## src/rtl/axis_adder_v1_0_s00_axis_pkg.sv

```systemverilog
// Shared defaults for the AXI-Stream input beat buffer.
// Beat width, buffer depth and pointer sizing helper.
package axis_adder_v1_0_s00_axis_pkg;

    localparam int DEF_TDATA_W     = 64;
    localparam int DEF_PACKETS_NUM = 13;

    function automatic int ptr_w(input int n);
        return $clog2(n);
    endfunction

endpackage

```

## src/rtl/axis_adder_v1_0_s00_axis.sv

```systemverilog
// AXI-Stream input FIFO feeding the inference pipeline.
// Depth need not be a power of two; pointers wrap explicitly.
module axis_adder_v1_0_s00_axis
    import axis_adder_v1_0_s00_axis_pkg::*;
#(
    parameter int C_S_AXIS_TDATA_WIDTH = DEF_TDATA_W,
    parameter int PACKETS_NUM          = DEF_PACKETS_NUM
) (
    input  logic                            clk,
    input  logic                            rst_n,
    input  logic [C_S_AXIS_TDATA_WIDTH-1:0] s_axis_tdata,
    input  logic                            s_axis_tvalid,
    output logic                            s_axis_tready,
    input  logic                            s_axis_tlast,
    output logic [PACKETS_NUM-1:0]          valid,
    output logic                            full,
    output logic [C_S_AXIS_TDATA_WIDTH-1:0] m_axis_tdata,
    output logic                            m_axis_tvalid,
    input  logic                            m_axis_tready
);

    localparam int PW = ptr_w(PACKETS_NUM);
    localparam int CW = $clog2(PACKETS_NUM + 1);

    typedef logic [PW-1:0] ptr_t;
    typedef logic [CW-1:0] cnt_t;

    localparam ptr_t LAST_SLOT = ptr_t'(PACKETS_NUM - 1);
    localparam cnt_t DEPTH     = cnt_t'(PACKETS_NUM);

    logic [C_S_AXIS_TDATA_WIDTH-1:0] mem [PACKETS_NUM];

    ptr_t                   wr_ptr;
    ptr_t                   rd_ptr;
    cnt_t                   count;
    cnt_t                   count_nxt;
    logic                   full_q;
    logic [PACKETS_NUM-1:0] valid_q;
    logic [PACKETS_NUM-1:0] valid_nxt;
    logic                   push;
    logic                   pop;
    logic                   unused_tlast;

    function automatic ptr_t nxt(input ptr_t p);
        return (p == LAST_SLOT) ? '0 : p + 1'b1;
    endfunction

    // tlast is framing only; the buffer does not track frames
    assign unused_tlast = s_axis_tlast;

    assign s_axis_tready = rst_n && !full_q;
    assign m_axis_tvalid = (count != '0);
    assign m_axis_tdata  = m_axis_tvalid ? mem[rd_ptr] : '0;
    assign valid         = valid_q;
    assign full          = full_q;

    assign push = s_axis_tvalid && s_axis_tready;
    assign pop  = m_axis_tvalid && m_axis_tready;

    always_comb begin
        valid_nxt = valid_q;
        if (pop)
            valid_nxt[rd_ptr] = 1'b0;
        if (push)
            valid_nxt[wr_ptr] = 1'b1;
    end

    always_comb begin
        count_nxt = count;
        unique case ({push, pop})
            2'b10:   count_nxt = count + 1'b1;
            2'b01:   count_nxt = count - 1'b1;
            default: count_nxt = count;
        endcase
    end

    always_ff @(posedge clk) begin
        if (push)
            mem[wr_ptr] <= s_axis_tdata;
    end

    always_ff @(posedge clk or negedge rst_n) begin
        if (!rst_n) begin
            wr_ptr  <= '0;
            rd_ptr  <= '0;
            count   <= '0;
            valid_q <= '0;
            full_q  <= 1'b0;
        end else begin
            if (push)
                wr_ptr <= nxt(wr_ptr);
            if (pop)
                rd_ptr <= nxt(rd_ptr);
            count   <= count_nxt;
            valid_q <= valid_nxt;
            full_q  <= (count_nxt == DEPTH);
        end
    end

endmodule

```

## config.mk

```make
export PLATFORM = sky130hd
export DESIGN_NAME = axis_adder_v1_0_s00_axis
export DESIGN_NICKNAME = d
export VERILOG_FILES = /design/src/rtl/axis_adder_v1_0_s00_axis_pkg.sv /design/src/rtl/axis_adder_v1_0_s00_axis.sv
export SDC_FILE = /design/constraint.sdc
export NUM_CORES = 1
export LEC_CHECK = 0
export CORE_UTILIZATION = 30
export DETAILED_ROUTE_END_ITERATION = 6
export GPL_TIMING_DRIVEN = 0
export PLACE_DENSITY_LB_ADDON = 0.1
export SKIP_CTS_REPAIR_TIMING = 1
export SLEW_MARGIN = 0
export SYNTH_ARGS = -nofsm -noshare
export SYNTH_HDL_FRONTEND = slang
export SYNTH_SLANG_ARGS = --single-unit
```

## constraint.sdc

```tcl
create_clock -name clk -period 5.48 [get_ports clk]
set_input_delay 1.096 -clock clk [delete_from_list [all_inputs] [get_ports clk]]
set_output_delay 1.096 -clock clk [all_outputs]
set_load 0.01 [all_outputs]
```

# Word-level counts from Yosys, hierarchy flattened
# Memories as Yosys holds them, arrays and structs flattened.
# Index checks and enable logic that the tools add are counted.
[op_classes] n_addsub=4 magnitude_cmp=4 reduce_logical=7 eq_ne=5 n_bitwise=3 muxes=12
[ops] operator="64-bit 2-to-1 mux" n=1
[ops] operator="13-bit 2-to-1 mux" n=2
[ops] operator="13-bit AND" n=1
[ops] operator="13-bit inverter" n=1
[ops] operator="13-bit bitwise OR" n=1
[ops] operator="4-bit by 1-bit adder with 4-bit output, second input constant" n=3
[ops] operator="4-bit == test, second input constant" n=3
[ops] operator="4-bit by 5-bit less-than comparator with 1-bit output, second input constant" n=2
[ops] operator="1-bit demux with 4-bit select" n=2
[ops] operator="4-bit by 1-bit greater-or-equal comparator with 1-bit output, second input constant" n=2
[ops] operator="4-bit 2-to-1 mux" n=2
[ops] operator="4-bit one-hot mux with 2 select lines" n=1
[ops] operator="1-bit logical AND" n=5
[ops] operator="1-bit 2-to-1 mux" n=4
[ops] operator="4-bit nonzero test" n=1
[ops] operator="4-bit by 1-bit subtractor with 4-bit output, second input constant" n=1
[ops] operator="2-bit by 1-bit == test with 1-bit output, second input constant" n=1
[ops] operator="2-bit == test, second input constant" n=1
[ops] operator="1-bit zero test" n=1
[totals] out_inout_bits=80 ram_bits=832 register_bits=26 elab_cells=41 memories=1
[mem_list] memory="mem" words=13 word_bits=64 rd=1 rd_ports_with_merged_regs=0 wr=1 line_no="axis_adder_v1_0_s00_axis.sv:31" source="logic [C_S_AXIS_TDATA_WIDTH-1:0] mem [PACKETS_NUM];"

# Longest topological paths before layout
# Gate-level depths: netlist of the first run.
[logic_depth] depth_word=9 ltp_mapped=10 ltp_nobuf=9

# Worst setup path after synthesis of the first run
# No wires, ideal clock.
[synth_path] kind="input -> register" startpoint="input port s_axis_tvalid" endpoint="memory mem[3][0] (netlist bit) (enable)" arrival_ns=5.942 n_path_buf=1 stages=4 setup_slack_ns=-1.029 cell_sequence="and3b_1 -> buf_2 -> nand2_1 -> nor3_1"
[synth_via] elab_chain_len=3
[synth_lines] item="start, declared" line_no="axis_adder_v1_0_s00_axis.sv:12" source="input logic s_axis_tvalid,"
[synth_lines] item="1-bit logical AND" line_no="axis_adder_v1_0_s00_axis.sv:57" source="assign push = s_axis_tvalid && s_axis_tready;"
[synth_lines] item="1-bit 2-to-1 mux" line_no="axis_adder_v1_0_s00_axis.sv:78" source="if (push)"
[synth_lines] item="1-bit 2-to-1 mux (implied by the code)" line_no="axis_adder_v1_0_s00_axis.sv:79" source="mem[wr_ptr] <= s_axis_tdata;"
[synth_lines] item="end, declared" line_no="axis_adder_v1_0_s00_axis.sv:31"
# Every way passes these cells.

# Worst setup path in the final report of the first run
[layout_path] startpoint="register rd_ptr[1]" endpoint="output port m_axis_tdata[2]"
[layout_via] elab_chain_len=2
[layout_lines] item="start, declared" line_no="axis_adder_v1_0_s00_axis.sv:34" source="ptr_t rd_ptr;"
[layout_lines] item="start signal, assigned" line_no="axis_adder_v1_0_s00_axis.sv:93" source="rd_ptr <= nxt(rd_ptr);"
[layout_lines] item="memory read 13 x 64 bit"
[layout_lines] item="64-bit 2-to-1 mux" line_no="axis_adder_v1_0_s00_axis.sv:53" source="assign m_axis_tdata = m_axis_tvalid ? mem[rd_ptr] : '0;"
[layout_lines] item="end, declared" line_no="axis_adder_v1_0_s00_axis.sv:17" source="output logic [C_S_AXIS_TDATA_WIDTH-1:0] m_axis_tdata,"
# Every way passes these cells.

==> reports/metrics.yaml, run 1 <==
outcome: "finished clean"
final_cell_mix: "edfxtp_1 (832), mux4_2 (256), clkdlybuf4s50_1 (146)"
internal-power_w: 0.01468
area_growth_pct: 21.22
synth.distinct_cells: 35
post-route-period-util: 0.9578
final_core_util: 0.3671
drc: 0
clockRootBuffer: "clkbuf_16"
detail_route.wl_per_cell_um: 27.37
yosysTopAreaCellShare: 0.7579
clock_latency_ps: 650
cts-htree-levels: 3
maxCapViolCount: 0
total_power_w: 0.02063
setup_violations: 0
path_class: "register to primary output"
die_w_um: 333.5
synth_seq_cells: 858
clk_path_buf_depth: 3
path_clk_slew_ps: 60
slew_headroom: 0.1727
p_sw_w: 0.005952
r2r_slack_ps: 2690
yosysWarnings: 0
fin_skew_ps: 21.45
die_h_um: 333.5
synth_area_leaders: "edfxtp_1 (76%), mux4_2 (17%), dfrtp_1 (2.0%)"
power_leakage_nw: 12.50
fin_nets: 1723
syn_avg_cell_area_um2: 24.06
p_seq_frac: 0.377
cts_tree: "built"
rows: 121
postRouteAntennaNets: 0
cp.arrival_ps: 4150
post-route-min-period_ps: 5249
dpl.cell_count: 2960
grt_util_all_layers: 0.1565
synth_area_leader_cell: "edfxtp_1"
whs_ps: 478.8
required_ps: 4380
multi_input_area_um2: 6947
ir_drop_mv: 0.2163
core_um2: 108900
clkPwrFrac: 0.300
antenna_found_initial: 12
firstDrtPassIters: 7
syn_inst: 1370
cp-start-kind: "register"
grt-ovfl-total: 0
layout.area.seq_um2: 25630
fin_tns_setup_ps: 0
end_kind: "primary output"
cts.sinks: 858
wl_um: 85820
combPwrFrac: 0.323
cp_max_fo: 10
drive_gt1_frac: 0.2785
initial_core_util: 0.3029
worstHoldPathType: "primary input to async pin"
dp.final_hpwl_um: 50330
dr_total_vias: 15070
worst_slew_pin_slew_ps: 1241
final_hold_viol_count: 0
via_per_inst: 4.805
place_congestion: 0.6864
swShare: 0.2885
grt_max_degree: 38
n_fill_cell: 9865
fmax_ghz: 0.1905
final_common_cell: "edfxtp_1"
syn_nets: 1449
grt_pass1_wl_um: 122800
ios: 149
portBuffers: 147
rsz0062_at_grt: "false"
fin_cells: 3136
numCtsBuffers: 96
drt_iter0_drc: 1019
final_max_slew_viol_count: 0
grt_pass1_vias: 16500
dieArea_um2: 111200
synth-seq-area-share: 0.7776
netlist_area_um2: 32970
power.density_nw_per_um2: 516.3
worst max-delay path, stage by stage, from the launching register on:
cell and delay [ps]:
dfrtp_1 390, clkbuf_1 510, clkbuf_2 450, clkbuf_2 490, mux4_2 390, mux4_2 470
and2_1 270, clkdlybuf4s50_1 520
routing by layer:
layer | global-route usage | wire length [um]
met5 | 0 | 89
met4 | 0.03442 | 1400
met3 | 0.03146 | 4038
met2 | 0.2586 | 41970
met1 | 0.2127 | 38320
area by class of cell:
class	count	share of cell area
clock inverter	56	0.01187
tap	1414	0.04427
antenna	2	0.0001252
clock buffer	118	0.06324
buffer	72	0.01080
timing repair buffer	176	0.05366
multi-input combinational	432	0.1738
sequential	858	0.6415
inverter	8	0.0007514
stage by stage:
stage	instance area, um2	setup slack, ps
2_1_floorplan	32970	654.9
3_3_place_gp	36210	-5982
3_5_place_dp	36940	273.7
4_1_cts	39940	-453.8
5_1_grt	39960	28.32
6_report	39960	231.0
final timing paths:
path,from,endpoint,cells after the start
max in group asynchronous,rst_n,count[1]$_DFF_PN0_,1
worst min register to register,valid[11]$_DFF_PN0_,valid[11]$_DFF_PN0_,1
worst min-delay path,rst_n,valid[11]$_DFF_PN0_,1
worst max register to register,count[0]$_DFF_PN0_,full$_DFF_PN0_,9
min in group clk,valid[11]$_DFF_PN0_,valid[11]$_DFF_PN0_,1
worst max-delay path,rd_ptr[1]$_DFFE_PN0P_,m_axis_tdata[2],7
cells in the mapped netlist (all sizes together):
cell      n
a21oi     4
nand2b    2
o21a      1
inv       8
nor2     10
a32o      1
a31oi     1
edfxtp  832
o21ai     8
nand4     2
nor3      7
nor2b     1
or4       1
a211oi    1
buf      29
o41ai     1
mux2      1
nor3b     1
nand2    22
nand3     7
a311o     1
dfrtp    26
ha       10
and3b     1
and2     74
a32oi     1
a21o     14
clkbuf   43
mux4    256
xor2      1
xnor2     3
sequential cells by signal, summed over array words and instances, names as in the netlist:
name / count
count: 4
full: 1
mem: 832
rd_ptr: 4
valid: 13
wr_ptr: 4
cells by family (layout without fill, tap and decap cells):
kind of cell	count (synthesis)	after routing	synth area share
AO/OA/AOI/OAI	33	33	0.007364
XOR/XNOR	4	4	0.001063
adder cells (fa/ha/maj)	10	10	0.003795
buffers and inverters	80	430	0.01340
flip-flops	858	858	0.7776
multiplexers	257	257	0.1752
other	0	2	0
AND/OR/NAND/NOR	128	128	0.02156
power by group through the flow:
| stage | clock, W | combinational (W) | sequential, W |
|---|---|---|---|
| 6_report | 0.00618 | 0.00667 | 0.00778 |
| 5_1_grt | 0.00661 | 0.00718 | 0.00782 |
| 4_1_cts | 0.00636 | 0.00693 | 0.00779 |
| 3_5_place_dp | 0 | 0.00690 | 0.00792 |
| 3_3_place_gp | 0 | 0.00680 | 0.00797 |
| 2_1_floorplan | 0 | 0.00392 | 0.00791 |
(Power assumes the default switching activity.)
==> inputs of run 2 (changes only) <==
--- a/config.mk
+++ b/config.mk
@@ -5,6 +5,7 @@
 export SDC_FILE = /design/constraint.sdc
 export NUM_CORES = 1
 export LEC_CHECK = 0
+export CORE_MARGIN = 8
 export CORE_UTILIZATION = 30
 export DETAILED_ROUTE_END_ITERATION = 6
 export GPL_TIMING_DRIVEN = 0
==> reports/metrics.yaml, run 2 (synthesis gave the netlist of run 1 again) <==
crit_start: "rd_ptr[1]$_DFFE_PN0P_"
die_h_um: 347.5  # +4.2%
dr_total_vias: 14980  # -0.59%
grt_max_degree: 40  # +5.3%
total_power_w: 0.02038  # -1.2%
portBuffers: 147  # unchanged
final_common_cell: "edfxtp_1"
power_leakage_nw: 12.41  # -0.74%
rows: 121  # unchanged
clock_latency_ps: 640  # about the same
dieArea_um2: 120800  # +8.6%
clockRootBuffer: "clkbuf_16"
core_um2: 109000  # +0.14%
path_clk_slew_ps: 60  # about the same
cp.arrival_ps: 4100  # -50 ps
maxCapViolCount: 0  # unchanged
final_hold_viol_count: 0  # unchanged
path_depth: 7  # unchanged
clk_path_buf_depth: 3  # unchanged
wl_um: 85670  # -0.18%
path_cells: "clkbuf_1 -> clkbuf_2 -> clkbuf_2 -> mux4_2 -> mux4_2 -> and2_1 -> clkdlybuf4s50_1"
grt_util_all_layers: 0.1408  # -0.01565
grt-ovfl-total: 0  # unchanged
fin_nets: 1718  # -0.29%
grt_pass1_wl_um: 122700  # -0.10%
top_register: "mem"
post-route-min-period_ps: 5200  # -48.89 ps
cts_tree: "built"
r2r_slack_ps: 2630  # -60 ps
initial_core_util: 0.3024  # -0.0004206
r2r-start: "full$_DFF_PN0_"
ios: 149  # unchanged
numCtsBuffers: 94  # -2.1%
slew_headroom: 0.1949  # +0.02219
r2r_cells: 7  # -2
crit_family: "buffers and inverters"
die_w_um: 347.5  # +4.2%
largest_reg_flops: 832  # unchanged
grt_pass1_vias: 16470  # -0.18%
postRouteAntennaNets: 0  # unchanged
worst_slew_pin_slew_ps: 1208  # -33.28 ps
detail_route.wl_per_cell_um: 27.36  # about the same
drive_gt1_frac: 0.2738  # -0.004700
dp.final_hpwl_um: 51480  # +2.3%
place_congestion: 0.6865  # about the same
drc: 0  # unchanged
via_per_inst: 4.785  # -0.43%
final_cell_mix: "edfxtp_1 (832), mux4_2 (256), clkdlybuf4s50_1 (146)"
drt_iter0_drc: 1113  # +9.2%
critPathMaxStageDelay_ps: 530  # about the same
worstHoldPathType: "register to register"
power.density_nw_per_um2: 512.1  # -0.81%
area_growth_pct: 20.72
end_kind: "primary output"
fmax_ghz: 0.1923  # +0.94%
cp-start-kind: "register"
crit_path_top_delay_cell: "clkdlybuf4s50_1"
firstDrtPassIters: 5  # -2
cts-htree-levels: 3  # unchanged
dpl.cell_count: 2957  # -0.10%
post-route-period-util: 0.9489  # -0.008921
rsz0062_at_grt: "false"
setup_violations: 0  # unchanged
final_max_slew_viol_count: 0  # unchanged
r2r-end: "mem[1][27]$_DFFE_PP_"
cp-endpoint: "m_axis_tdata[0]"
fin_cells: 3131  # -0.16%
path_class: "register to primary output"
cts.sinks: 858  # unchanged
cp_max_fo: 10  # unchanged
antenna_found_initial: 13  # +1
fin_skew_ps: 16.97  # -4.481 ps
required_ps: 4380  # about the same
whs_ps: 489.7  # +10.95 ps
path_buf_inv: 4  # unchanged
outcome: "finished clean"
ir_drop_mv: 0.2536  # +17%
-- run 2: changes by cell type in the layout (fill, tap and decap cells not counted), sizes merged --
| cell | before | now |
|---|---|---|
| clkbuf | 162 | 164 |
| diode | 2 | 4 |
| bufinv | 8 | 5 |
| clkinv | 45 | 40 |
| inv | 10 | 11 |
| buf | 58 | 55 |
| clkinvlp | 1 | 2 |
-- run 2: worst min path at each step --
stage	start	endpoint	slack (ps)	depth (start not counted)
floorplan	valid[0]$_DFF_PN0_	valid[0]$_DFF_PN0_	520	1
global placement	valid[10]$_DFF_PN0_	valid[10]$_DFF_PN0_	480	1
detailed placement	valid[9]$_DFF_PN0_	valid[9]$_DFF_PN0_	480	1
CTS	valid[9]$_DFF_PN0_	valid[9]$_DFF_PN0_	500	1
global route	rst_n	valid[10]$_DFF_PN0_	520	1
finish	valid[9]$_DFF_PN0_	valid[9]$_DFF_PN0_	490	1
-- run 2: area by class of cell --
cell class	instances	area [um2]
fillers	9969	69210
flip-flops and latches	858	25630
multi-input cells	432	6947
clock buffers	120	2492
repair buffers	173	2105
well taps	1414	1769
plain buffers	72	431.7
clock inverters	50	376.6
inverters	8	30.03
diodes	4	10.01
-- run 2: layer usage --
layer / GRT usage / share of wire / vias to the layer above
met3: 0.02878 / 0.048 / 102
met2: 0.2328 / 0.49 / 293
met5: 0 / 0.00067 / -
met1: 0.1919 / 0.45 / 8184
met4: 0.03166 / 0.015 / 10
li1: - / - / 6392
-- run 2: power breakdown --
part | internal [W] | switching [W]
combinational | 0.00341 | 0.00326
clock | 0.00344 | 0.00250
sequential | 0.00763 | 0.000150
-- run 2: per-stage QoR --
| step | setup slack, ps | cell area [um2] | util | setup TNS [ps] |
|---|---|---|---|---|
| floorplan | 654.9 | 32970 | - | 0 |
| global placement | -5752 | 36210 | 0.3322 | -2684440 |
| detailed placement | 277.2 | 36900 | 0.3385 | 0 |
| CTS | -432.6 | 39770 | 0.3649 | -19310 |
| global route | 118.7 | 39790 | 0.3650 | 0 |
| finish | 279.9 | 39800 | 0.3651 | 0 |
